`config.mk`:
```
export PLATFORM = sky130hd
export DESIGN_NAME = grid_arbiter
export DESIGN_NICKNAME = d
export VERILOG_FILES = /design/src/rtl/grid_arbiter.sv
export SDC_FILE = /design/constraint.sdc
export NUM_CORES = 1
export LEC_CHECK = 0
export CORE_AREA = 2 2 120 122
export DETAILED_ROUTE_END_ITERATION = 10
export DIE_AREA = 0 0 122 124
export GPL_TIMING_DRIVEN = 1
export PLACE_DENSITY = 0.77
export SYNTH_ARGS = -nofsm -noshare
export SYNTH_HDL_FRONTEND = slang
export SYNTH_SLANG_ARGS = --single-unit
export TNS_END_PERCENT = 30
```
`constraint.sdc`:
```
create_clock -name clk -period 7 [get_ports clk]
set_clock_uncertainty 0.15 [all_clocks]
set_input_delay 1.4 -clock clk [delete_from_list [all_inputs] [get_ports clk]]
set_output_delay 1.4 -clock clk [all_outputs]
set_load 0.01 [all_outputs]
```
`src/rtl/grid_arbiter.sv`:
```
// grid_arbiter: round-robin sequencer sharing one registered-read grid RAM
// port among NREQ placement engines (read, write, atomic claim).
module grid_arbiter #(
    parameter int NREQ = 4,
    parameter int ADDR_W = 12,
    parameter int DATA_W = 32,
    parameter logic [DATA_W-1:0] EMPTY = '1
) (
    input  logic                     clk,
    input  logic                     reset,
    input  logic [NREQ-1:0]          req_valid,
    input  logic [2*NREQ-1:0]        req_op,
    input  logic [NREQ*ADDR_W-1:0]   req_addr,
    input  logic [NREQ*DATA_W-1:0]   req_data,
    output logic [NREQ-1:0]          req_ready,
    output logic [NREQ-1:0]          rsp_valid,
    output logic [DATA_W-1:0]        rsp_data,
    output logic                     rsp_ok,
    output logic                     mem_read,
    output logic                     mem_write,
    output logic [ADDR_W-1:0]        mem_addr,
    output logic [DATA_W-1:0]        mem_wdata,
    input  logic [DATA_W-1:0]        mem_rdata,
    output logic                     busy
);

    localparam int PTR_W = (NREQ > 1) ? $clog2(NREQ) : 1;

    localparam logic [1:0] S_IDLE  = 2'd0;
    localparam logic [1:0] S_ISSUE = 2'd1;
    localparam logic [1:0] S_DATA  = 2'd2;
    localparam logic [1:0] S_DONE  = 2'd3;

    localparam logic [1:0] OP_READ  = 2'b00;
    localparam logic [1:0] OP_WRITE = 2'b01;
    localparam logic [1:0] OP_CLAIM = 2'b10;
    localparam logic [1:0] OP_RSVD  = 2'b11;

    logic [1:0]        state;
    logic [1:0]        op_q;
    logic [PTR_W-1:0]  ptr;
    logic [PTR_W-1:0]  owner;
    logic [PTR_W-1:0]  win;
    logic [PTR_W-1:0]  idx;
    logic              any_req;
    logic [1:0]        win_op;
    logic [ADDR_W-1:0] win_addr;
    logic [DATA_W-1:0] win_data;
    logic [NREQ-1:0]   win_oh;
    logic [NREQ-1:0]   owner_oh;
    logic              mem_write_q;
    logic              claim_wr;

    // First pending requester after the last winner, wrapping around.
    always_comb begin
        any_req = 1'b0;
        win     = ptr;
        idx     = ptr;
        for (int i = 1; i <= NREQ; i++) begin
            idx = PTR_W'((int'(ptr) + i) % NREQ);
            if (!any_req && req_valid[idx]) begin
                any_req = 1'b1;
                win     = idx;
            end
        end
    end

    always_comb begin
        win_op   = OP_READ;
        win_addr = '0;
        win_data = '0;
        for (int i = 0; i < NREQ; i++) begin
            if (win == PTR_W'(i)) begin
                win_op   = req_op[2*i +: 2];
                win_addr = req_addr[i*ADDR_W +: ADDR_W];
                win_data = req_data[i*DATA_W +: DATA_W];
            end
        end
    end

    assign win_oh   = NREQ'(1) << win;
    assign owner_oh = NREQ'(1) << owner;

    always_ff @(posedge clk or posedge reset) begin
        if (reset) begin
            state       <= S_IDLE;
            op_q        <= OP_READ;
            ptr         <= PTR_W'(NREQ - 1);
            owner       <= '0;
            req_ready   <= '0;
            rsp_valid   <= '0;
            rsp_data    <= '0;
            rsp_ok      <= 1'b0;
            mem_read    <= 1'b0;
            mem_write_q <= 1'b0;
            mem_addr    <= '0;
            mem_wdata   <= '0;
        end else begin
            req_ready   <= '0;
            rsp_valid   <= '0;
            mem_read    <= 1'b0;
            mem_write_q <= 1'b0;
            unique case (state)
                S_IDLE, S_DONE: begin
                    if (any_req) begin
                        state       <= S_ISSUE;
                        ptr         <= win;
                        owner       <= win;
                        op_q        <= win_op;
                        req_ready   <= win_oh;
                        mem_addr    <= win_addr;
                        mem_wdata   <= win_data;
                        mem_read    <= (win_op == OP_READ) ||
                                       (win_op == OP_CLAIM);
                        mem_write_q <= (win_op == OP_WRITE);
                    end else begin
                        state <= S_IDLE;
                    end
                end
                S_ISSUE: begin
                    unique case (op_q)
                        OP_READ, OP_CLAIM: state <= S_DATA;
                        OP_WRITE, OP_RSVD: begin
                            state     <= S_DONE;
                            rsp_valid <= owner_oh;
                            rsp_data  <= '0;
                            rsp_ok    <= (op_q == OP_WRITE);
                        end
                    endcase
                end
                S_DATA: begin
                    state     <= S_DONE;
                    rsp_valid <= owner_oh;
                    rsp_data  <= mem_rdata;
                    rsp_ok    <= (op_q == OP_READ) ||
                                 (mem_rdata == EMPTY);
                end
            endcase
        end
    end

    // Claim write must see this cycle's read data, so it bypasses the
    // output register; the state gate lets reset cancel it at once.
    assign claim_wr  = (state == S_DATA) && (op_q == OP_CLAIM) &&
                       (mem_rdata == EMPTY);
    assign mem_write = mem_write_q | claim_wr;
    assign busy      = (state != S_IDLE);

endmodule

```
==> results of run 1 <==
-- stage by stage --
stage / total power [mW] / area (um2)
2_1_floorplan: 2.265 / 4793
3_3_place_gp: 3.094 / 8016
3_5_place_dp: 3.147 / 8016
4_1_cts: 3.676 / 8330
5_1_grt: 3.907 / 8346
6_report: 3.658 / 8346
-- area by class of cell --
| class | count | area [um2] | area share (%) |
|---|---|---|---|
| clock buffer | 10 | 239.0 | 2.864 |
| clock inverter | 6 | 75.07 | 0.8996 |
| timing repair buffer | 317 | 3173 | 38.02 |
| inverter | 10 | 40.04 | 0.4798 |
| tap | 180 | 225.2 | 2.699 |
| sequential | 95 | 2380 | 28.52 |
| multi-input combinational | 287 | 2213 | 26.52 |
-- Yosys cell counts, types with 3 or more instances --
library cell	instances	area share, %
a21oi_1	10	1.0
a222oi_1	5	1.0
a221oi_2	10	3.1
a21o_1	13	2.0
mux2_2	6	1.4
a221oi_1	20	3.7
nor2_1	46	3.6
nand2_1	5	0.39
a22o_1	33	6.0
nor2b_1	3	0.39
nand4_1	7	0.91
buf_2	5	0.52
clkbuf_1	24	1.9
o21ai_0	4	0.42
dfrtp_1	93	49
ha_1	3	0.78
o22ai_1	40	5.2
and2_1	3	0.39
inv_1	10	0.78
mux2i_1	52	11
nand2b_1	3	0.39
-- worst max-delay path: stages --
cell	delay, ps
clkdlybuf4s50_1	500
nand4_1	170
nor4_1	320
nand4_1	150
or4_1	440
o31ai_1	230
clkdlybuf4s50_1	570
-- worst min path at each step --
| stage | startpoint | to | slack (ps) | cells past startpoint |
|---|---|---|---|---|
| final | mem_wdata[14] | mem_wdata[14] | 330 | 1 |
| after global routing | mem_wdata[8] | mem_wdata[8] | 340 | 1 |
| after CTS | mem_wdata[8] | mem_wdata[8] | 330 | 1 |
| after detailed placement | mem_wdata[14] | mem_wdata[14] | 320 | 1 |
| after global placement | mem_wdata[10] | mem_wdata[10] | 310 | 1 |
| after floorplan | owner[0] | rsp_valid[2] | 300 | 1 |
-- kinds of logic after synthesis --
group / after synthesis / share of synthesized area, %
multiplexers: 58 / 12.27
buffers and inverters: 46 / 4.881
AND/OR/NAND/NOR: 82 / 8.275
flip-flops: 95 / 49.65
adder cells (fa/ha/maj): 3 / 0.7832
AO/OA/AOI/OAI: 144 / 24.15
-- state kept, by name, indices dropped and copies added, names as in the netlist, 2 cells and up --
signal     count
mem_wdata     32
rsp_data      32
mem_addr      12
req_ready      4
rsp_valid      4
op_q           2
owner          2
ptr            2
state          2
-- report_power, final --
| group | leakage, nW | total (mW) | internal, mW | switching, mW |
|---|---|---|---|---|
| sequential | 1.14 | 0.987 | 0.826 | 0.161 |
| combinational | 2.18 | 2.16 | 1.07 | 1.09 |
| clock | 0.152 | 0.512 | 0.292 | 0.219 |
| total | 3.47 | 3.66 | 2.19 | 1.47 |
-- metal layers --
layer | track usage, % | share of wire (%)
met2 | 41.45 | 52
met1 | 25.15 | 36
met4 | 7.543 | 1.9
met3 | 7.005 | 9.6
met5 | 0 | 0
==> impl_metrics.ini, run 1 <==
[placement]
dp.final_hpwl_mm = 13.47
port-buffer-count = 309
gp_congestion = 0.8217
post-place-ws_ps = 1683
dp_cells = 888

[pwr]
p_leak_nw = 3.471
power.density_nw_per_um2 = 438.3
peakVddDrop_mv = 0.4389

[cells_and_area]
fillers = 1146
fin_cells = 905
area_delta_synth_final_pct = 74.11
drive_gt1_share_pct = 6.897
final_cell_mix = clkdlybuf4s50_1 (309), dfrtp_1 (93), mux2i_1 (51)
diodes = 0
final_core_util_pct = 60.83
nets = 945
final_common_cell = clkdlybuf4s50_1

[sta]
drv_slew = 0
tns_ps = 0
max_freq_mhz = 187.8
finalSetupViolCount = 0
fin_crit_ps = 5325
setup_slack_ps = 1675
post-route-period-util_pct = 76.07
finalHoldWorstSlack_ps = 329.5
slew_headroom_pct = 38.79
worst-slew-pin-transition_ps = 910.4
rsz0062_at_grt = false
hold_violations = 0

[setup_path]
timing.rr.start = ptr[0]
crit_start = mem_rdata[7]
endpoint = mem_write
cp.arrival_ps = 3770
r2r_setup_slack_ps = 3930
cp_max_fo = 2
cp.required_ps = 5450
start_kind = primary input
end_kind = output port
critPathKind = in2out
ff2ff_path_depth = 7
rr_endpoint = mem_write_q

[route]
drt-initial-drc-count = 261
post_drt_wl_per_cell_um = 19.75
drc = 0
ant_nets = 0
firstDrtPassIters = 4
vias = 4832
totalWireLength_mm = 17.87
vias_per_cell = 5.339

[cts]
numCtsBuffers = 9
htreeDepth = 3
clock_sinks = 95
insertion_delay_ps = 340
cts.path.max_buffers = 2
postCtsHoldBufs = 0
cts_tree = yes
clk_pin_slew_ps = 70
post_cts_resized = 0
postCtsSetupBuffers = 0
cts-root-buf = clkbuf_16

[yosys]
synth_enable_flop_cells = 0
synth_fp_nets = 653
yosys_warnings = 0
synthFlopType = dfrtp_1
async_reset_ff_share_pct = 100.0
syn_avg_cell_area_um2 = 11.20
synth_cells = 428
netlist_area_um2 = 4793
seq_area_frac_synth_pct = 49.65
synth_cell_type_count = 43
synth_seq_cells = 95

[job]
maxCapViolCount = 0

[grt]
grt_use_total_pct = 22.72
overflow = 0
grt_max_degree = 80
grt_pass1_wl_mm = 26.26
grt_pass1_vias = 4929
grt_antenna_before_repair = 0

[die]
ioPinCount = 310
die-area_um2 = 15130
num_rows = 43
die_w_um = 122
start_util_pct = 34.94
core_area_um2 = 13720
fp.dieH_um = 124

[status]
status = finished clean

[hold_path]
hold_path.class = reg2reg
Note: power is estimated with default switching activity, not from simulation.
==> run 2, diff against run 1 <==
--- a/config.mk
+++ b/config.mk
@@ -5,9 +5,9 @@
 export SDC_FILE = /design/constraint.sdc
 export NUM_CORES = 1
 export LEC_CHECK = 0
-export CORE_AREA = 2 2 120 122
+export CORE_MARGIN = 2
+export CORE_UTILIZATION = 33
 export DETAILED_ROUTE_END_ITERATION = 10
-export DIE_AREA = 0 0 122 124
 export GPL_TIMING_DRIVEN = 1
 export PLACE_DENSITY = 0.77
 export SYNTH_ARGS = -nofsm -noshare
==> constraint.sdc (replaced) <==
create_clock -name clk -period 4.6 [get_ports clk]
set_clock_uncertainty 0.15 [all_clocks]
set_input_delay 0.92 -clock clk [delete_from_list [all_inputs] [get_ports clk]]
set_output_delay 0.92 -clock clk [all_outputs]
set_load 0.01 [all_outputs]
==> run 2 against run 1 <==
Against the previous run: power is 50% higher; critical path depth unchanged; via count grew 1.3%; clock power rose by 36%; sequential share of layout area rose by 0.073 points; largest power group unchanged; global-route usage up 0.25 points; die area up 2.5%; core utilization is 2.9 points lower; worst hold slack lost 5.0 ps; routed wire length fell by 0.70%; non-clock buffer count is 2 higher.
==> impl_metrics.ini, run 2 (same netlist as run 1, synthesis figures left out) <==
[placement]
gp_congestion = 0.9228
dp.final_hpwl_mm = 13.68
port-buffer-count = 309

[sta]
finalSetupViolCount = 0
max_freq_mhz = 223.9
hold_violations = 0
slew_headroom_pct = 40.93
post-route-period-util_pct = 97.09
worst-slew-pin-transition_ps = 878.5
fin_crit_ps = 4466
rsz0062_at_grt = false
tns_ps = 0
finalHoldWorstSlack_ps = 324.5
drv_slew = 0

[hold_path]
hold_path.class = reg2reg
hold_depth = 1
holdPathEnd = mem_addr[5]
holdCritStartpoint = mem_addr[5]

[setup_path]
critPathMaxStageDelay_ps = 600
cp.required_ps = 3530
start_kind = primary input
path_cells = clkdlybuf4s50_1 > nand4_1 > nor4_1 > nand4_1 > or4_1 > o31ai_2 > clkdlybuf4s50_1
rr_endpoint = mem_addr[1]
crit_slowest_cell = clkdlybuf4s50_1
r2r_setup_slack_ps = 1920
timing.rr.start = ptr[0]
critPathKind = in2out
end_kind = output port
ff2ff_path_depth = 5
cp_max_fo = 2
cp.arrival_ps = 3400

[die]
num_rows = 44
start_util_pct = 33.36
core_area_um2 = 14370
ioPinCount = 310
fp.dieH_um = 124.5
die_w_um = 124.5
die-area_um2 = 15510

[cts]
numCtsBuffers = 9
cts.path.max_buffers = 2
cts_tree = yes
clock_sinks = 95
clk_pin_slew_ps = 60
postCtsSetupBuffers = 0
htreeDepth = 3
cts-root-buf = clkbuf_16
insertion_delay_ps = 340

[pwr]
p_int_mw = 3.273
pwr-share-comb_pct = 60.0
power.density_nw_per_um2 = 658.3
switching_share_pct = 40.28
clkPwrFrac_pct = 12.7
sequentialPowerShare_pct = 27.3
peakVddDrop_mv = 0.2953
p_leak_nw = 3.469
p_switching_mw = 2.207
power_mw = 5.480

[grt]
grtUsageMet3_pct = 6.443
grt_busiest_layer = met2
overflow = 0
grt_antenna_before_repair = 0
gr-usage-met2_pct = 40.50
grt_pass1_wl_mm = 28.28
grt_use_total_pct = 22.97
grt_max_degree = 50
met1_usage_pct = 26.74
grt_pass1_vias = 5226

[cells_and_area]
final_cell_mix = clkdlybuf4s50_1 (309), dfrtp_1 (93), mux2i_1 (51)
drive_gt1_share_pct = 7.153
nets = 947
area_delta_synth_final_pct = 73.66
final_core_util_pct = 57.93
top_regs = mem_wdata (32), rsp_data (32), mem_addr (12)
diodes = 0
final_common_cell = clkdlybuf4s50_1

[route]
vias_per_cell = 5.373
drt-initial-drc-count = 179
totalWireLength_mm = 17.75
post_drt_wl_per_cell_um = 19.48
drc = 0
firstDrtPassIters = 5
vias = 4895
ant_nets = 0

[job]
maxCapViolCount = 0

[status]
status = finished clean
run 2: cell types whose count changed in the layout (fill, tap and decap cells not counted):
cell        change
clkinv_2        +3
inv_6           -1
buf_8           -1
o31ai_1         -1
clkbuf_1        +1
inv_8           -1
o31ai_2         +1
clkinvlp_4      -1
bufinv_16       -1
buf_4           +3
run 2: area by class of cell:
| class | count | area, um2 |
|---|---|---|
| Tap cell | 184 | 230.2 |
| Sequential cell | 95 | 2380 |
| Clock buffer | 11 | 242.7 |
| Timing Repair Buffer | 319 | 3181 |
| Fill cell | 1218 | 6045 |
| Clock inverter | 5 | 32.53 |
| Multi-Input combinational cell | 287 | 2218 |
| Inverter | 10 | 40.04 |
run 2: power groups by stage:
stage	clock network (mW)	registers (mW)	logic, mW
5_1_grt	0.756	1.55	3.57
3_5_place_dp	0	1.51	3.31
2_1_floorplan	0	1.62	1.83
6_report	0.696	1.50	3.29
4_1_cts	0.718	1.50	3.33
3_3_place_gp	0	1.49	3.27
run 2: critical path, delay by kind of cell:
family | cells | cell delay [ps]
compound gates | 1 | 280
buf+inv | 2 | 1100
simple gates | 4 | 1100
run 2: worst max path at each step:
stage,from,to,slack [ps],cells past startpoint
after floorplan,reset,mem_addr[0],1060,1
after global placement,mem_rdata[7],mem_write,60,7
after detailed placement,mem_rdata[16],mem_write,40,7
after CTS,mem_rdata[16],mem_write,30,7
after global routing,mem_rdata[16],mem_write,80,7
final,mem_rdata[16],mem_write,130,7
run 2: stage by stage:
stage | cell area (um2) | cells | setup WS [ps]
2_1_floorplan | 4793 | 428 | 1056
3_3_place_gp | 8044 | 895 | 55.79
3_5_place_dp | 8044 | 895 | 37.42
4_1_cts | 8319 | 911 | 25.36
5_1_grt | 8324 | 911 | 81.75
6_report | 8324 | 911 | 133.9
run 2: repair_timing:
item	4_1_cts	5_1_grt
hold endpoints to repair	0	0
gates resized for setup	0	1
endpoints found under the setup margin	0	1
hold buffers	0	0
run 2: metal layers:
metal | vias up | wire length (um)
li1 | 2242 | -
met1 | 2367 | 6841
met2 | 255 | 9052
met3 | 31 | 1391
met4 | 0 | 463
met5 | - | 0
